<file path="config.mk">
export PLATFORM = sky130hd
export DESIGN_NAME = pwm_enhanced
export DESIGN_NICKNAME = d
export VERILOG_FILES = /design/src/rtl/pwm_pkg.sv /design/src/rtl/pwm_prescaler.sv /design/src/rtl/pwm_enhanced.sv
export SDC_FILE = /design/constraint.sdc
export NUM_CORES = 1
export LEC_CHECK = 0
export BUFFER_PORTS_ARGS = -buffer_cell sky130_fd_sc_hd__clkbuf_2
export CAP_MARGIN = 20
export CORE_MARGIN = 2
export CORE_UTILIZATION = 51
export CTS_BUF_LIST = sky130_fd_sc_hd__clkbuf_16
export CTS_CLUSTER_SIZE = 8
export DETAILED_ROUTE_END_ITERATION = 10
export PLACE_DENSITY = 0.73
export SLEW_MARGIN = 20
export SYNTH_ARGS = -nofsm -noshare
export SYNTH_HDL_FRONTEND = slang
export SYNTH_HIERARCHICAL = 1
export SYNTH_SLANG_ARGS = --single-unit
</file>
<file path="constraint.sdc">
create_clock -name clk -period 4.39 [get_ports clk]
set_input_delay 0 -clock clk [delete_from_list [all_inputs] [get_ports clk]]
set_output_delay 0 -clock clk [all_outputs]
set_load 0.05 [all_outputs]
</file>
<file path="src/rtl/pwm_pkg.sv">
// Shared constants for the enhanced PWM block: prescaler width and default resolution.
package pwm_pkg;
  localparam int unsigned DVSR_W        = 32;
  localparam int unsigned PWM_R_DEFAULT = 8;
endpackage

</file>
<file path="src/rtl/pwm_prescaler.sv">
// Step-tick prescaler: counts 0..dvsr and wraps; tick marks the last clock of each step.
module pwm_prescaler
  import pwm_pkg::*;
(
  input  logic              clk,
  input  logic              reset,
  input  logic [DVSR_W-1:0] dvsr,
  output logic              tick
);

  logic [DVSR_W-1:0] count;

  // >= rather than == so a divisor lowered below the running count wraps at once
  assign tick = (count >= dvsr);

  always_ff @(posedge clk or posedge reset) begin
    if (reset)     count <= '0;
    else if (tick) count <= '0;
    else           count <= count + 1'b1;
  end

endmodule

</file>
<file path="src/rtl/pwm_enhanced.sv">
// Enhanced PWM: prescaled R-bit duty counter, registered compare output.
// Optional PWM_ENHANCED_SYNC_UPDATE_EN shadows duty/dvsr so updates land at period start.
module pwm_enhanced
  import pwm_pkg::*;
#(
  parameter int unsigned R = PWM_R_DEFAULT
) (
  input  logic              clk,
  input  logic              reset,
  input  logic [R:0]        duty,
  input  logic [DVSR_W-1:0] dvsr,
  output logic              pwm_out
);

  logic              tick;
  logic [R-1:0]      d_cnt;
  logic [R:0]        duty_eff;
  logic [DVSR_W-1:0] dvsr_eff;
  logic              pwm_next;

`ifdef PWM_ENHANCED_SYNC_UPDATE_EN
  logic              first_cycle;
  logic              load;
  logic [R:0]        duty_sh;
  logic [DVSR_W-1:0] dvsr_sh;

  assign load = first_cycle | (tick & (d_cnt == '1));

  always_ff @(posedge clk or posedge reset) begin
    if (reset) begin
      first_cycle <= 1'b1;
      duty_sh     <= '0;
      dvsr_sh     <= '0;
    end else begin
      first_cycle <= 1'b0;
      if (load) begin
        duty_sh <= duty;
        dvsr_sh <= dvsr;
      end
    end
  end

  // Shadows are still empty in the first cycle after reset, so bypass to the live inputs
  assign duty_eff = first_cycle ? duty : duty_sh;
  assign dvsr_eff = first_cycle ? dvsr : dvsr_sh;
`else
  assign duty_eff = duty;
  assign dvsr_eff = dvsr;
`endif

  pwm_prescaler u_prescaler (
    .clk   (clk),
    .reset (reset),
    .dvsr  (dvsr_eff),
    .tick  (tick)
  );

  always_ff @(posedge clk or posedge reset) begin
    if (reset)     d_cnt <= '0;
    else if (tick) d_cnt <= d_cnt + 1'b1;
  end

  always_comb begin
    pwm_next = ({1'b0, d_cnt} < duty_eff);
  end

  always_ff @(posedge clk or posedge reset) begin
    if (reset) pwm_out <= 1'b0;
    else        pwm_out <= pwm_next;
  end

endmodule

</file>
# [Yosys cells after proc, flatten, opt, wreduce, memory -nomap -nowiden]
# Index checks and enable logic that the tools add are counted.
[classes] muxes=1 n_lt_le_gt_ge=2 n_addsub=2
[ops] op="adder 32 x 1 -> 32 bit (second input constant)" n=1
[ops] op="greater-or-equal comparator 32 bit" n=1
[ops] op="two-way mux 32 bit" n=1
[ops] op="less-than comparator 8 x 9 -> 1 bit" n=1
[ops] op="adder 8 x 1 -> 8 bit (second input constant)" n=1
[totals] word_cells=8 input_bits=43 output_inout_bits=1 regBits=41

# [Longest topological paths before layout]
[logic_depth] ltp_word=2 ltp_mapped=10 ltp_nobuf=10

# [Hierarchy]
# The synthesis kept the hierarchy.
[by_module_without_submodules] module="pwm_prescaler" n_inst=1 seq_area_each_um2=800.8 area_per_inst_um2=2423.6 cells_per_inst=278
[by_module_without_submodules] module="pwm_enhanced" n_inst=1 seq_area_each_um2=225.2 area_per_inst_um2=553.0 cells_per_inst=54

# [Worst setup path after synthesis]
# No wires, ideal clock.
[synth_timing] path_type="flip-flop to flip-flop" start="reg u_prescaler.count[14]" end="reg d_cnt[5]" stages_incl_launch_ff=10 setup_time_ps=79 period_less_slack_ps=2521 arrival_ps=2442 n_path_buf=0 setup_slack_ps=1869 t_required_ps=4311 path_cell_list="dfrtp_1 -> ha_1 -> and4_1 -> o211ai_1 -> or4_1 -> a31oi_4 -> or2_2 -> nand4_2 -> nor2_1 -> xor2_1"
[synth_between] elab_chain_cells=1
[synth_lines] element="from (decl)" line_no="pwm_prescaler.sv:11" text="logic [DVSR_W-1:0] count;"
[synth_lines] element="from (signal assigned)" line_no="pwm_prescaler.sv:19" text="else count <= count + 1'b1;"
[synth_lines] element="greater-or-equal comparator 32 bit" line_no="pwm_prescaler.sv:14" text="assign tick = (count >= dvsr);"
[synth_lines] element="named net tick" line_no="pwm_enhanced.sv:15" text="logic tick;"
[synth_lines] element="to (signal assigned)" line_no="pwm_enhanced.sv:60" text="else if (tick) d_cnt <= d_cnt + 1'b1;"
[synth_lines] element="to (decl)" line_no="pwm_enhanced.sv:16" text="logic [R-1:0] d_cnt;"
# The timed path passes the listed nets, and every way through them passes these cells.
# A chain may end at the register's enable or synchronous reset.

# [Worst setup path in the final report]
[layout_timing] start="reg u_prescaler.count[29]" end="reg d_cnt[5]"
# Same word-level chain as after synthesis.

==> load_flow_metrics.sql <==
INSERT INTO impl_metrics (metric_group, metric, value, unit) VALUES
('layout', 'antenna-diode-count', '0', ''),
('cts', 'cts_buffer_depth', '2', ''),
('floorplanning', 'num_rows', '27', ''),
('power', 'seqPwrFrac', '0.431', ''),
('logic_synthesis', 'synth_area_per_cell', '8.97', 'µm²'),
('setup_path', 'crit_path_max_fanout', '33', ''),
('power', 'power.density', '391', 'nW/µm²'),
('power', 'irDropWorstVdd', '0.000343', 'V'),
('floorplanning', 'pin_count', '44', ''),
('placed_design', 'dpl_worst_slack', '1700', 'ps'),
('logic_synthesis', 'post_synth_design_cell_area', '2980', 'µm²'),
('cts', 'clock_tree_from_tritoncts', 'built', ''),
('cts', 'cts-buffers-inserted', '5', ''),
('power', 'sw_frac', '0.324', ''),
('detailed_routing', 'dr.pass1.iters', '4', ''),
('setup_path', 'crit_family', 'compound AO/OA/AOI/OAI gates', ''),
('setup_path', 'worst_path_max_delay_cell', 'sky130_fd_sc_hd__dfrtp_1', ''),
('detailed_routing', 'drt_iter0_markers', '74', ''),
('timing', 'final_cycle_utilization_of_the_critical_path', '0.622', ''),
('floorplanning', 'initial_utilization', '0.534', ''),
('setup_path', 'worstPathArrival', '2890', 'ps'),
('floorplanning', 'die-width', '80.4', 'µm'),
('detailed_routing', 'routed_wire_length_per_instance', '13.1', 'µm'),
('timing', 'hold_viol_final', '0', ''),
('layout', 'number_of_standard_cells_in_the_layout_taps_in_and_fillers_out', '449', ''),
('timing', 'skew', '5.44', 'ps'),
('detailed_routing', 'via_count', '2431', ''),
('timing', 'final_max_slew_viol_count', '0', ''),
('floorplanning', 'floorplan.die_area', '6460', 'µm²'),
('global_route', 'grt_pass1_wl', '10200', 'µm'),
('logic_synthesis', 'async_reset_ff_frac', '1.00', ''),
('detailed_routing', 'drt-vias-per-instance', '5.41', ''),
('logic_synthesis', 'synth_fp_nets', '416', ''),
('timing', 'timing.final.setup_violations', '0', ''),
('flow_run', 'cap_viol_max_count', '0', ''),
('setup_path', 'worstSetupStartpointType', 'flop', ''),
('placed_design', 'place.detailed.instances', '440', ''),
('global_route', 'grt_use_total', '0.204', ''),
('power', 'comb_power_share', '0.270', ''),
('setup_path', 'crit_path_end_kind', 'flop', ''),
('timing', 'timing.final.crit_period', '2730', 'ps'),
('cts', 'worst_skew_late_latency', '280', 'ps'),
('detailed_routing', 'drcViolationCount', '0', ''),
('detailed_routing', 'postRouteAntennaNets', '0', ''),
('global_route', 'gr-total-overflow', '0', ''),
('power', 'netSwitchingPower', '0.433', 'mW'),
('min_path', 'min_path_type', 'input port to flop', ''),
('setup_path', 'cp_cell_sequence', 'ha_1, a21o_1, a21o_1, a221oi_1, o211ai_1, buf_4, or2_2, nand4_2, nor2_1, xor2_1', ''),
('timing', 'rsz0062_at_grt', 'no', ''),
('logic_synthesis', 'yosys_register_bits', '41', ''),
('setup_path', 'worst_path_most_repeated_cell', 'sky130_fd_sc_hd__a21o_1', ''),
('placed_design', 'buffer_ports.inserted', '43', ''),
('cts', 'ctsResizeCount', '0', ''),
('timing', 'setup_total_negative_slack', '0', 'ps'),
('timing', 'worstMarginPinSlew', '561', 'ps'),
('floorplanning', 'core-area', '5570', 'µm²'),
('setup_path', 'worstPathBufferInverterCount', '1', ''),
('detailed_routing', 'postRouteWirelength', '5900', 'µm'),
('logic_synthesis', 'synth_instances', '332', ''),
('timing', 'worst_slew_margin_rel', '0.624', ''),
('cts', 'cts_max_level', '2', ''),
('logic_synthesis', 'synth.distinct_cells', '38', ''),
('floorplanning', 'die_h', '80.4', 'µm'),
('setup_path', 'critical-path-max-stage-delay', '420', 'ps'),
('layout', 'syn2layout_area_growth', '15.0', '%'),
('layout', 'nets', '461', ''),
('cts', 'cts_root_buf', 'sky130_fd_sc_hd__clkbuf_16', ''),
('placed_design', 'hpwl', '4430', 'µm'),
('timing', 'fmax', '0.366', 'GHz'),
('cts', 'clock-sinks', '41', ''),
('run_status', 'status', 'finished clean', '');
-- sequential cells by signal, indices dropped and copies added (netlist names) --
register,count
u_prescaler/count,32
pwm_out,1
d_cnt,8
-- power groups by stage --
stage	clock, mW	sequential (mW)	combinational, mW
6_report	0.399	0.577	0.362
5_1_grt	0.428	0.593	0.419
4_1_cts	0.413	0.574	0.365
3_5_place_dp	0	0.579	0.357
3_3_place_gp	0	0.574	0.341
2_1_floorplan	0	0.550	0.275
-- repair_timing --
action / CTS / global route
endpoints found under the setup margin: 0 / 0
setup buffers: 0 / 0
hold buffers: 2 / 0
hold endpoints to repair: 42 / 0
-- logic make-up after synthesis --
| logic type | count (synthesis) | synth area share |
|---|---|---|
| AOI/OAI and AO/OA | 33 | 0.0723 |
| xor gates and xnor gates | 37 | 0.109 |
| adders and majority gates | 41 | 0.172 |
| buffers and inverters | 58 | 0.0815 |
| DFF | 41 | 0.345 |
| muxes | 1 | 0.00378 |
| and+or+nand+nor | 121 | 0.216 |
-- per-stage QoR --
step	util	hold slack [ps]	area, µm²
final	0.614	176	3420
after global routing	0.614	234	3420
after CTS	0.614	176	3420
after detailed placement	0.582	-23.3	3240
after global placement	0.582	-27.7	3240
after floorplan	-	-172	2980
-- synth_stat cells (8+ instances only) --
library cell	n	area (µm²)
sky130_fd_sc_hd__nand2_1	24	90.1
sky130_fd_sc_hd__dfrtp_1	41	1030
sky130_fd_sc_hd__nor3_1	35	175
sky130_fd_sc_hd__nand3_1	10	50.1
sky130_fd_sc_hd__nor2_1	12	45.0
sky130_fd_sc_hd__a21oi_1	14	70.1
sky130_fd_sc_hd__nor4_1	9	56.3
sky130_fd_sc_hd__ha_1	41	513
sky130_fd_sc_hd__nand4_1	8	50.1
sky130_fd_sc_hd__xor2_1	10	87.6
sky130_fd_sc_hd__xnor2_1	27	236
sky130_fd_sc_hd__inv_1	48	180
-- final timing paths --
kind	startpoint	end	slack (ps)	cells past startpoint
min in group asynchronous	reset	d_cnt[7]$_DFFE_PP0P_	220	3
max in group asynchronous	reset	u_prescaler/count[6]$_DFF_PP0_	3750	4
worst min-delay path	duty[0]	pwm_out$_DFF_PP0_	180	4
worst max register to register	u_prescaler/count[29]$_DFF_PP0_	d_cnt[5]$_DFFE_PP0P_	1660	10
worst min register to register	d_cnt[7]$_DFFE_PP0P_	d_cnt[7]$_DFFE_PP0P_	490	1
worst max-delay path	u_prescaler/count[29]$_DFF_PP0_	d_cnt[5]$_DFFE_PP0P_	1660	10
-- per-layer routing --
layer | wire length [µm] | share of wire | GRT usage | up-vias
met5 | 0 | 0 | 0 | -
met2 | 2850 | 0.48 | 0.348 | 47
met3 | 211 | 0.036 | 0.0360 | 7
met1 | 2750 | 0.47 | 0.258 | 1145
li1 | - | - | - | 1232
met4 | 93 | 0.016 | 0.0746 | 0
-- cells in the final DEF, fill, tap and decap left out, drive strengths merged, types with 2 or more instances in the layout --
master	synthesis	routed
nor3	36	36
and3	4	4
and4	6	6
nor4	9	9
a21o	3	3
nand3	10	10
inv	48	48
o21ai	6	6
nand2	24	24
nand4b	2	2
dlygate4sd3	0	2
a211oi	2	2
clkbuf	5	48
a21oi	14	14
buf	5	3
dfrtp	41	41
xnor2	27	27
nand2b	2	2
nor2	12	12
xor2	10	10
nand4	9	9
o211ai	3	3
ha	41	41
-- cell type report --
class	instances	area [µm²]
clock buffers	5	125
clock inverters	2	35.0
fillers	487	2150
inverters	48	180
multi-input cells	233	1710
flip-flops and latches	41	1030
well taps	72	90.1
repair buffers	48	258
-- worst reg2reg max path, stage by stage (launching register included) --
cell                       delay, ps
sky130_fd_sc_hd__dfrtp_1         420
sky130_fd_sc_hd__ha_1            310
sky130_fd_sc_hd__a21o_1          180
sky130_fd_sc_hd__a21o_1          170
sky130_fd_sc_hd__a221oi_1        330
sky130_fd_sc_hd__o211ai_1        180
sky130_fd_sc_hd__buf_4           280
sky130_fd_sc_hd__or2_2           400
sky130_fd_sc_hd__nand4_2         150
sky130_fd_sc_hd__nor2_1           70
sky130_fd_sc_hd__xor2_1          130
(Power assumes the default switching activity.)
